## config.mk

```make
export PLATFORM = sky130hd
export DESIGN_NAME = mcp_tx_side
export DESIGN_NICKNAME = d
export VERILOG_FILES = /design/src/rtl/mcp_pkg.sv /design/src/rtl/mcp_tx_side_tog_sync.sv /design/src/rtl/mcp_tx_side.sv
export SDC_FILE = /design/constraint.sdc
export NUM_CORES = 1
export LEC_CHECK = 0
export CORE_ASPECT_RATIO = 0.8
export CORE_UTILIZATION = 36
export CTS_BUF_LIST = sky130_fd_sc_hd__clkbuf_4 sky130_fd_sc_hd__clkbuf_8 sky130_fd_sc_hd__clkbuf_16
export DETAILED_ROUTE_END_ITERATION = 16
export GPL_TIMING_DRIVEN = 0
export HOLD_SLACK_MARGIN = 0.15
export PLACE_DENSITY_LB_ADDON = 0.3
export SLEW_MARGIN = 25
export SYNTH_ARGS = -nofsm -noshare
export SYNTH_HDL_FRONTEND = slang
export SYNTH_SLANG_ARGS = --single-unit
export TNS_END_PERCENT = 5
```

## constraint.sdc

```tcl
create_clock -name aclk -period 5.14 [get_ports aclk]
set_input_delay 0.771 -clock aclk [delete_from_list [all_inputs] [get_ports aclk]]
set_output_delay 0.771 -clock aclk [all_outputs]
set_load 0.05 [all_outputs]
```

## src/rtl/mcp_pkg.sv

```systemverilog
// Shared types for both halves of the multi-cycle-path crossing.
package mcp_pkg;

  typedef enum logic [1:0] {
    IDLE = 2'd0,
    BUSY = 2'd1,
    FULL = 2'd2
  } mcp_tx_state_e;

  // Receiving-side FSM states; the b domain waits for an enable toggle, then loads.
  typedef enum logic [0:0] {
    RX_WAIT = 1'b0,
    RX_LOAD = 1'b1
  } mcp_rx_state_e;

  localparam int unsigned SYNC_STAGES = 3;

endpackage

```

## src/rtl/mcp_tx_side_tog_sync.sv

```systemverilog
// Three-flop synchronizer for a toggle signal with an edge-to-pulse output.
module tog_sync #(
  parameter logic RST_VAL = 1'b0
) (
  input  logic clk,
  input  logic rst_n,
  input  logic tog,
  output logic pulse
);

  logic s1, s2, s3;

  always_ff @(posedge clk or negedge rst_n) begin
    if (!rst_n) begin
      s1 <= RST_VAL;
      s2 <= RST_VAL;
      s3 <= RST_VAL;
    end else begin
      s1 <= tog;
      s2 <= s1;
      s3 <= s2;
    end
  end

  // s1 is the metastability catcher; only settled stages feed the edge detector.
  assign pulse = s2 ^ s3;

endmodule

```

## src/rtl/mcp_tx_side.sv

```systemverilog
// Sending half of the MCP crossing: holds a word on adata, flips a_en per launch,
// retires the word on the synchronized b_ack toggle, and buffers one pending word.
module mcp_tx_side
  import mcp_pkg::*;
#(
  parameter int unsigned WIDTH = 8,
  parameter int unsigned CNTW  = 16
) (
  input  logic             aclk,
  input  logic             arst_n,
  input  logic [WIDTH-1:0] adatain,
  input  logic             asend,
  output logic             aready,
  output logic [WIDTH-1:0] adata,
  output logic             a_en,
  input  logic             b_ack,
  output logic             a_ack,
  output logic [CNTW-1:0]  tx_count
);

  mcp_tx_state_e    state, state_next;
  logic [WIDTH-1:0] pend, pend_next, adata_next;
  logic             launch;
  logic             ack_pulse;

  tog_sync #(.RST_VAL(1'b0)) u_ack_sync (
    .clk   (aclk),
    .rst_n (arst_n),
    .tog   (b_ack),
    .pulse (ack_pulse)
  );

  // Next-state and datapath selection; adata only moves together with a launch.
  always_comb begin
    state_next = state;
    adata_next = adata;
    pend_next  = pend;
    launch     = 1'b0;
    case (state)
      IDLE: begin
        if (asend) begin
          adata_next = adatain;
          launch     = 1'b1;
          state_next = BUSY;
        end
      end
      BUSY: begin
        if (ack_pulse && asend) begin
          adata_next = adatain;
          launch     = 1'b1;
        end else if (ack_pulse) begin
          state_next = IDLE;
        end else if (asend) begin
          pend_next  = adatain;
          state_next = FULL;
        end
      end
      FULL: begin
        if (ack_pulse) begin
          adata_next = pend;
          launch     = 1'b1;
          state_next = BUSY;
        end
      end
      default: state_next = IDLE;
    endcase
  end

  // Acks arriving with nothing in flight are spurious and dropped.
  assign a_ack = ack_pulse && (state != IDLE);

  always_ff @(posedge aclk or negedge arst_n) begin
    if (!arst_n) begin
      state    <= IDLE;
      adata    <= '0;
      pend     <= '0;
      a_en     <= 1'b0;
      aready   <= 1'b1;
      tx_count <= '0;
    end else begin
      state    <= state_next;
      adata    <= adata_next;
      pend     <= pend_next;
      a_en     <= a_en ^ launch;
      aready   <= (state_next != FULL);
      tx_count <= tx_count + CNTW'(a_ack);
    end
  end

endmodule

```

# After elaboration in Yosys (flattened, before gate mapping)
# Index checks and enable logic that the tools add are counted.
[op_classes] n_mux=14 n_reduce_logical=7 shift=0 n_eq_ne=6 order_cmp=0 multipliers=0 div=0 n_addsub=1 n_bitwise=4
[op_table] cell="2-to-1 mux 8 bit" n=3
[op_table] cell="one-hot mux 8 bit (3 select lines)" n=1
[op_table] cell="adder 16 x 1 -> 16 bit" n=1
[op_table] cell="2-to-1 mux 2 bit" n=5
[op_table] cell="inequality test 2 bit (second input constant)" n=4
[op_table] cell="AND reduction 4 bit" n=2
[op_table] cell="one-hot mux 2 bit (3 select lines)" n=1
[op_table] cell="2-to-1 mux 1 bit" n=3
[op_table] cell="one-hot mux 1 bit (3 select lines)" n=1
[op_table] cell="nonzero test 3 bit" n=1
[op_table] cell="== test 2 x 1 -> 1 bit (second input constant)" n=1
[op_table] cell="== test 2 bit (second input constant)" n=1
[op_table] cell="logical AND 1 bit" n=2
[op_table] cell="logical NOT 2 bit" n=1
[op_table] cell="NOT 1 bit" n=2
[op_table] cell="nonzero test 2 bit" n=1
[op_table] cell="XOR 1 bit" n=2
[totals] out_inout_bits=27 latchBits=0 wordCells=41 memories=0 reg_bits=39 inputBits=12 mem_bits_ro=0 ramBits=0

# Logic depth before layout (Yosys ltp)
# Gate-level depths: netlist of the first run.
[logic_depth] depth_word=5 ltp_mapped=8 ltp_nobuf=7

# Cells and area by module
# A second synthesis of the first run with hierarchy kept.
[hier_totals] cells_unflattened=121 area_unflattened_um2=1672.9
[modules_own_cells] module="mcp_tx_side" seq_area_each_um2=902.1 area_each_um2=1589.0 cells_each=117 instances=1
[modules_own_cells] module="tog_sync" seq_area_each_um2=75.1 area_each_um2=83.8 cells_each=4 instances=1

# Least setup slack after synthesis of the first run
# OpenSTA, ideal clock, no wires.
[synth_path] path_type="reg2reg" from="register u_ack_sync.s2" to="register tx_count[14]" setup_slack_ps=2580 stages_incl_launch_ff=9 n_path_buf=1 required_ps=4999 setup_ps=141 arrival_ps=2419 period_less_slack_ps=2560 cell_sequence="dfrtp_1 xnor2_2 nor2_1 ha_1 ha_1 and3_2 buf_2 nand4_1 xnor2_1"
[synth_via] elab_chain_len=3
[synth_rtl] item="start, declared" line="mcp_tx_side_tog_sync.sv:11" source="logic s1, s2, s3;"
[synth_rtl] item="start signal, assigned" line="mcp_tx_side_tog_sync.sv:16" source="s2 <= RST_VAL;"
[synth_rtl] item="start signal, assigned" line="mcp_tx_side_tog_sync.sv:20" source="s2 <= s1;"
[synth_rtl] item="XOR 1 bit" line="mcp_tx_side_tog_sync.sv:26" source="assign pulse = s2 ^ s3;"
[synth_rtl] item="logical AND 1 bit" line="mcp_tx_side.sv:70" source="assign a_ack = ack_pulse && (state != IDLE);"
[synth_rtl] item="via a_ack" line="mcp_tx_side.sv:17" source="output logic a_ack,"
[synth_rtl] item="adder 16 x 1 -> 16 bit" line="mcp_tx_side.sv:86" source="tx_count <= tx_count + CNTW'(a_ack);"
[synth_rtl] item="end signal, assigned" line="mcp_tx_side.sv:86"
[synth_rtl] item="end, declared" line="mcp_tx_side.sv:18" source="output logic [CNTW-1:0] tx_count"
# The timed path passes the listed nets, and every way through them passes these cells.
# A chain may end at the register's enable or synchronous reset.

# Worst setup path after layout of the first run
[layout_path] from="register u_ack_sync.s2" to="output a_ack"
[layout_via] elab_chain_len=2
[layout_rtl] item="XOR 1 bit" line="mcp_tx_side_tog_sync.sv:26"
[layout_rtl] item="logical AND 1 bit" line="mcp_tx_side.sv:70"
[layout_rtl] item="end, declared" line="mcp_tx_side.sv:17"
# Every way passes these cells.

==> results of run 1 <==
==> power by group <==
part	internal [W]	switching, W
Combinational	0.000216	0.000306
Clock	0.0000928	0.000103
Sequential	0.000402	0.0000709
==> cell type report <==
cell class / count / area, sq um
clock inverters: 3 / 15.0
flip-flops and latches: 39 / 977
fillers: 417 / 2300
plain buffers: 3 / 21.3
repair buffers: 39 / 403
clock buffers: 5 / 68.8
multi-input cells: 78 / 696
well taps: 60 / 75.1
inverters: 3 / 11.3
==> routing by layer <==
metal	share of wire, %	wire length [um]	vias to the layer above	track usage [%]
li1	-	-	510	-
met5	0	0	-	0
met3	2.5	78	2	3.77
met4	0.85	27	0	4.77
met1	45	1440	540	18.9
met2	51	1630	15	24.0
==> through the flow <==
stage | hold WS (ps) | cells | util, % | setup slack, ps
final | 351 | 230 | 49.6 | 2480
after CTS | 350 | 230 | 49.6 | 2450
after floorplan | 331 | 123 | - | 2580
after detailed placement | 336 | 222 | 47.8 | 2780
after global placement | 333 | 221 | 47.3 | 2440
after global routing | 361 | 230 | 49.6 | 2400
==> layout by cell type (no fill, tap or decap) <==
cell              n
nor2_4            1
or4_4             1
nor2_1            7
nand3_1           7
nor3_1            2
nand4_4           1
dfrtp_1          38
and3_4            1
o21ai_0           1
buf_6             1
buf_16            1
xnor2_2           2
mux2_2           16
and3_1            1
o21a_1            1
xnor2_1           9
ha_1              2
nand2_1           5
clkbuf_8          5
buf_2             3
or2_1             1
clkdlybuf4s50_1  37
and3_2            1
inv_1             3
xor2_1            5
o31ai_1           1
nand2b_1          2
nand4_1           2
clkinv_2          3
dfstp_2           1
mux2_4            8
a21oi_1           1
==> worst paths after layout <==
| check | from | end | cells after the start |
|---|---|---|---|
| setup / recovery | u_ack_sync.s2$_DFF_PN0_ | a_ack | 3 |
| hold / removal | u_ack_sync.s1$_DFF_PN0_ | u_ack_sync.s2$_DFF_PN0_ | 0 |
| setup reg to reg | u_ack_sync.s2$_DFF_PN0_ | tx_count[14]$_DFF_PN0_ | 8 |
| hold reg to reg | u_ack_sync.s1$_DFF_PN0_ | u_ack_sync.s2$_DFF_PN0_ | 0 |
| max in group asynchronous | arst_n | aready$_DFF_PN1_ | 2 |
| min in group asynchronous | arst_n | tx_count[14]$_DFF_PN0_ | 1 |
==> sequential cells by signal (all words and copies together) (netlist names) <==
name,count
u_ack_sync.s3,1
state,2
u_ack_sync.s1,1
a_en,1
pend,8
u_ack_sync.s2,1
tx_count,16
adata,8
aready,1
==> cell families (layout without fill, tap and decap cells) <==
group           after synthesis  in the layout  synth area share, %
flops                        39             39                 57.3
simple gates                 32             32                 11.2
mux                          24             24                 17.6
xor+xnor                     16             16                 9.10
buf+inv                       6             53                 1.91
compound gates                4              4                 1.47
fa+ha+maj                     2              2                 1.47
==> metrics.txt, run 1 <==
Vias 1,067; fin. max-slew vios 0; # rows 22; number of inserted diodes 0; TritonCTS buffer count 5; Hold Crit Class register to register; Crit-path slowest cell clkdlybuf4s50_1; total gr overflow 0; Area growth syn-to-layout 32.9%; Fin Setup TNS 0 ps; CTS tree yes; Pwr Density 525 mW/mm^2; Slew @ Worst Pin 501 ps; total power 0.00119 W; asr flop ratio synth 100%; R2R setup slack 3110 ps; most frequent cell after synthesis dfrtp_1; Placed Area 0.00218 sq mm; CP peak stage delay 840 ps; final WL 3.18 mm; synth warn 0; Top Ports 39; critical path class register to output pin; Synth Instances 123; initial antenna violation count 0; Post-DRT Antenna Nets 0; vias in the first global route 1,124; relative slew slack 66.5%; Seq/Total Area, Yosys 57.3%; Post-CTS Hold Fix Bufs 0; Layout Nets 183; latest clock arrival within the worst-skew pair 280 ps; H-Tree Depth 2; status finished clean; clk buf depth 2; VDD IR max 0.000301 V; Iter 0 DRT Violations 28; dominant cell type by area after synthesis dfrtp_1; Synth area leaders dfrtp_1 (56%), mux2_2 (11%), mux2_4 (7.0%); Final Hold Viols 0; Final setup viols 0; Arrival @ worst endpoint 1890 ps; synth cell count leaders dfrtp_1 (38), mux2_2 (16), xnor2_1 (9); root buffer cell clkbuf_8; Starting Density 37.3%; area share of the largest cell type after synthesis 55.8%; Die ar. 0.00502 sq mm; Final min period 2660 ps; synthesized cell area 0.00171 sq mm; HPWL Detailed 2.35 mm; Post-Syn Area per Cell 13.9 sq um; clock slew at reported path FFs 70 ps; Yosys reg bits 39; unrepaired setup endpoints after global routing false; critical path required time 4370 ps; Setup crit start kind register; Max Fclk 376 MHz; Total GRT Usage 14.7%; gpl congestion 0.691; # resized after CTS 0; share of cells above drive strength 1 26.5%; Die Y 63.6 um; Synth Net Count 137; largest net degree at the start of global routing 23; Die Wd 79.0 um; number of synthesized flops with an enable pin 0; Buf/Inv on CP 1; first-pass GRT wire length 5.54 mm; vias per cell 4.64; Worst Setup End Kind output pin; Critical Path, Cell by Cell xnor2_2 > nor2_1 > clkdlybuf4s50_1; period utilization 51.8%; Std-Cell Core Area 0.00457 sq mm; WL/cell 13.8 um; main flop type after synthesis dfrtp_1; CTS sink cnt 39; Synth cell types 28; max-cap violations 0; Residual DRC 0; PortBufs 38; Worst Path Max Fanout 4; Setup Skew 4.20 ps; cell leakage power 1.00 nW; drt first pass iters 3; design area 0.00227 sq mm; Top Family by Delay on Critical Path buffers and inverters; setup bufs post-CTS 0
Power figures use the tool's default switching activity.
==> inputs of run 2 (changes only) <==
clock period = 2.6 ns   (was 5.14 ns; I/O delays follow)
==> run 2 against run 1 <==
  * Clock power rose by 98%
  * Register-to-register slack worse by 2500 ps
  * Design area rose by 0.44%
  * Via count rose by 0.19%
  * Global-route usage is essentially flat
  * Critical endpoint unchanged
==> metrics.txt, run 2 (synthesized netlist as in run 1, its figures left out) <==
Iter 0 DRT Violations 26 (-7.1%); Setup Skew 4.31 ps (+0.113 ps); period utilization 87.8%; first-pass GRT wire length 5.56 mm (+0.38%); Vias 1,069 (+0.19%); dpl cells 222 (unchanged); PortBufs 38 (unchanged); Die Y 63.6 um (unchanged); Crit-path slowest cell clkdlybuf4s50_1; hold worst-path end u_ack_sync.s2$_DFF_PN0_; relative slew slack 66.5% (unchanged); Starting Density 37.3% (unchanged); Net Switching 0.000949 W (+98%); vias in the first global route 1,132 (+0.71%); status finished clean; HP Start u_ack_sync.s1$_DFF_PN0_; clock network power share 16.4% (about the same); commonest non-fill, non-tap cells in the layout dfrtp_1 (38), clkdlybuf4s50_1 (37), mux2_2 (16); Area growth syn-to-layout 33.5%; drt first pass iters 3 (unchanged); Worst Path Max Fanout 4 (unchanged); fin. max-slew vios 0 (unchanged); CP peak stage delay 840 ps (about the same); Max Fclk 438 MHz; Worst Setup End Kind output pin; H-Tree Depth 2 (unchanged); Hold Crit Class register to register; # rows 22 (unchanged); Die ar. 0.00502 sq mm (unchanged); Critical Path, Cell by Cell xnor2_2 > nor2_1 > clkdlybuf4s50_1; Residual DRC 0 (unchanged); latest clock arrival within the worst-skew pair 280 ps (about the same); initial antenna violation count 0 (unchanged); CTS sink cnt 39 (unchanged); critical path class register to output pin; Final setup viols 0 (unchanged); cell leakage power 1.01 nW (+0.42%); Fin Setup TNS 0 ps (unchanged); root buffer cell clkbuf_8; R2R Path End tx_count[14]$_DFF_PN0_; WL/cell 13.8 um (about the same); Final min period 2280 ps; register area 977 sq um (unchanged); most common cell after layout, fill and taps aside dfrtp_1; Multi-input gate area 696 sq um (unchanged); final WL 3.19 mm (+0.41%); # resized after CTS 0 (unchanged); Final Hold Viols 0 (unchanged); Setup crit start kind register; Arrival @ worst endpoint 1890 ps (about the same); largest register by flop count tx_count; largest net degree at the start of global routing 23 (unchanged); CTS tree yes; Top Family by Delay on Critical Path buffers and inverters; vias per cell 4.63 (-0.25%); Layout Nets 184 (+0.55%); VDD IR max 0.000595 V (+98%); number of inserted diodes 0 (unchanged); Post-DRT Antenna Nets 0 (unchanged); design area 0.00228 sq mm (+0.44%); Setup WS post-layout 318 ps (-2160 ps); max-cap violations 0 (unchanged); TritonCTS buffer count 5 (unchanged); reg-to-reg critical path startpoint u_ack_sync.s2$_DFF_PN0_; Placed Area 0.00218 sq mm (unchanged); Total GRT Usage 14.7% (+0.031 points); clk buf depth 2 (unchanged); max FFs per register 16 (unchanged); fillers 417 (unchanged); Top Ports 39 (unchanged); non-filler instance count after layout 231 (+0.43%); critical path required time 2210 ps (-2160 ps); Flop pwr share 39.7% (about the same); worst hold path cell count 0 (unchanged); gpl congestion 0.691 (unchanged); Slew @ Worst Pin 501 ps (unchanged); r2r worst-path depth 8 (unchanged); Gate power share 43.9% (about the same); unrepaired setup endpoints after global routing false; share of cells above drive strength 1 26.3% (-0.15 points); clock slew at reported path FFs 70 ps (about the same); Buf/Inv on CP 1 (unchanged); HPWL Detailed 2.35 mm (unchanged); Min Hold Slack 351 ps (-0.169 ps); biggest regs tx_count: 16 flops, adata: 8 flops, pend: 8 flops; Die Wd 79.0 um (unchanged); Internal 0.00141 W (+98%); Pwr Density 1030 mW/mm^2 (+97%); Setup Slack @ Placement 574 ps (-2210 ps); total gr overflow 0 (unchanged); Sw Share 40.3% (about the same); R2R setup slack 570 ps (-2540 ps); Std-Cell Core Area 0.00457 sq mm (unchanged)
## run 2: changes by cell type in the layout (fill, tap and decap cells not counted)
cell,before,now
dlygate4sd3_1,0,1
## run 2: area by class of cell
cell class                      instances  share of cell area, %
Inverter                                3                  0.495
Tap cell                               60                   3.30
Buffer                                  3                  0.934
Sequential cell                        39                   42.9
Clock buffer                            5                   3.02
Timing Repair Buffer                   40                   18.1
Multi-Input combinational cell         78                   30.5
Clock inverter                          3                  0.659
## run 2: power groups by stage
stage	Sequential, W	Clock, W	Combinational [W]
5_1_grt	0.000960	0.000431	0.00109
4_1_cts	0.000936	0.000406	0.00105
6_report	0.000935	0.000386	0.00103
2_1_floorplan	0.00132	0	0.000316
3_5_place_dp	0.000946	0	0.00104
3_3_place_gp	0.000931	0	0.00101
## run 2: worst max path at each step
stage,endpoint,cells after the start,slack (ps),from
2_1_floorplan,tx_count[14]$_DFF_PN0_,8,40,u_ack_sync.s2$_DFF_PN0_
3_3_place_gp,pend[0]$_DFFE_PN0P_,1,280,arst_n
3_5_place_dp,tx_count[14]$_DFF_PN0_,8,570,u_ack_sync.s2$_DFF_PN0_
4_1_cts,a_ack,3,290,u_ack_sync.s2$_DFF_PN0_
5_1_grt,a_ack,3,240,u_ack_sync.s2$_DFF_PN0_
6_report,a_ack,3,320,u_ack_sync.s2$_DFF_PN0_
## run 2: what timing repair did
| action | 4_1_cts | 5_1_grt |
|---|---|---|
| hold endpoints to repair | 17 | 0 |
| buffers inserted | 0 | 0 |
| hold buffers | 1 | 0 |
## run 2: layer usage
metal  vias to the layer above  track usage (%)  share of wire (%)
li1                        512                -                  -
met1                       540             19.1                 45
met2                        15             23.9                 51
met3                         2             3.77                2.4
met4                         0             4.77               0.85
met5                         -                0                  0
## run 2: worst reg2reg max path, cell delays in order, from the launching register on
cell	delay [ps]
dfrtp_1	410
xnor2_2	160
nor2_1	200
ha_1	300
ha_1	250
and3_2	180
buf_2	150
nand4_1	130
xnor2_1	150
## run 2: through the flow
stage          total power [W]  util (%)
3_5_place_dp           0.00199      47.8
2_1_floorplan          0.00164         -
3_3_place_gp           0.00194      47.3
6_report               0.00236      49.8
4_1_cts                0.00239      49.8
5_1_grt                0.00248      49.8
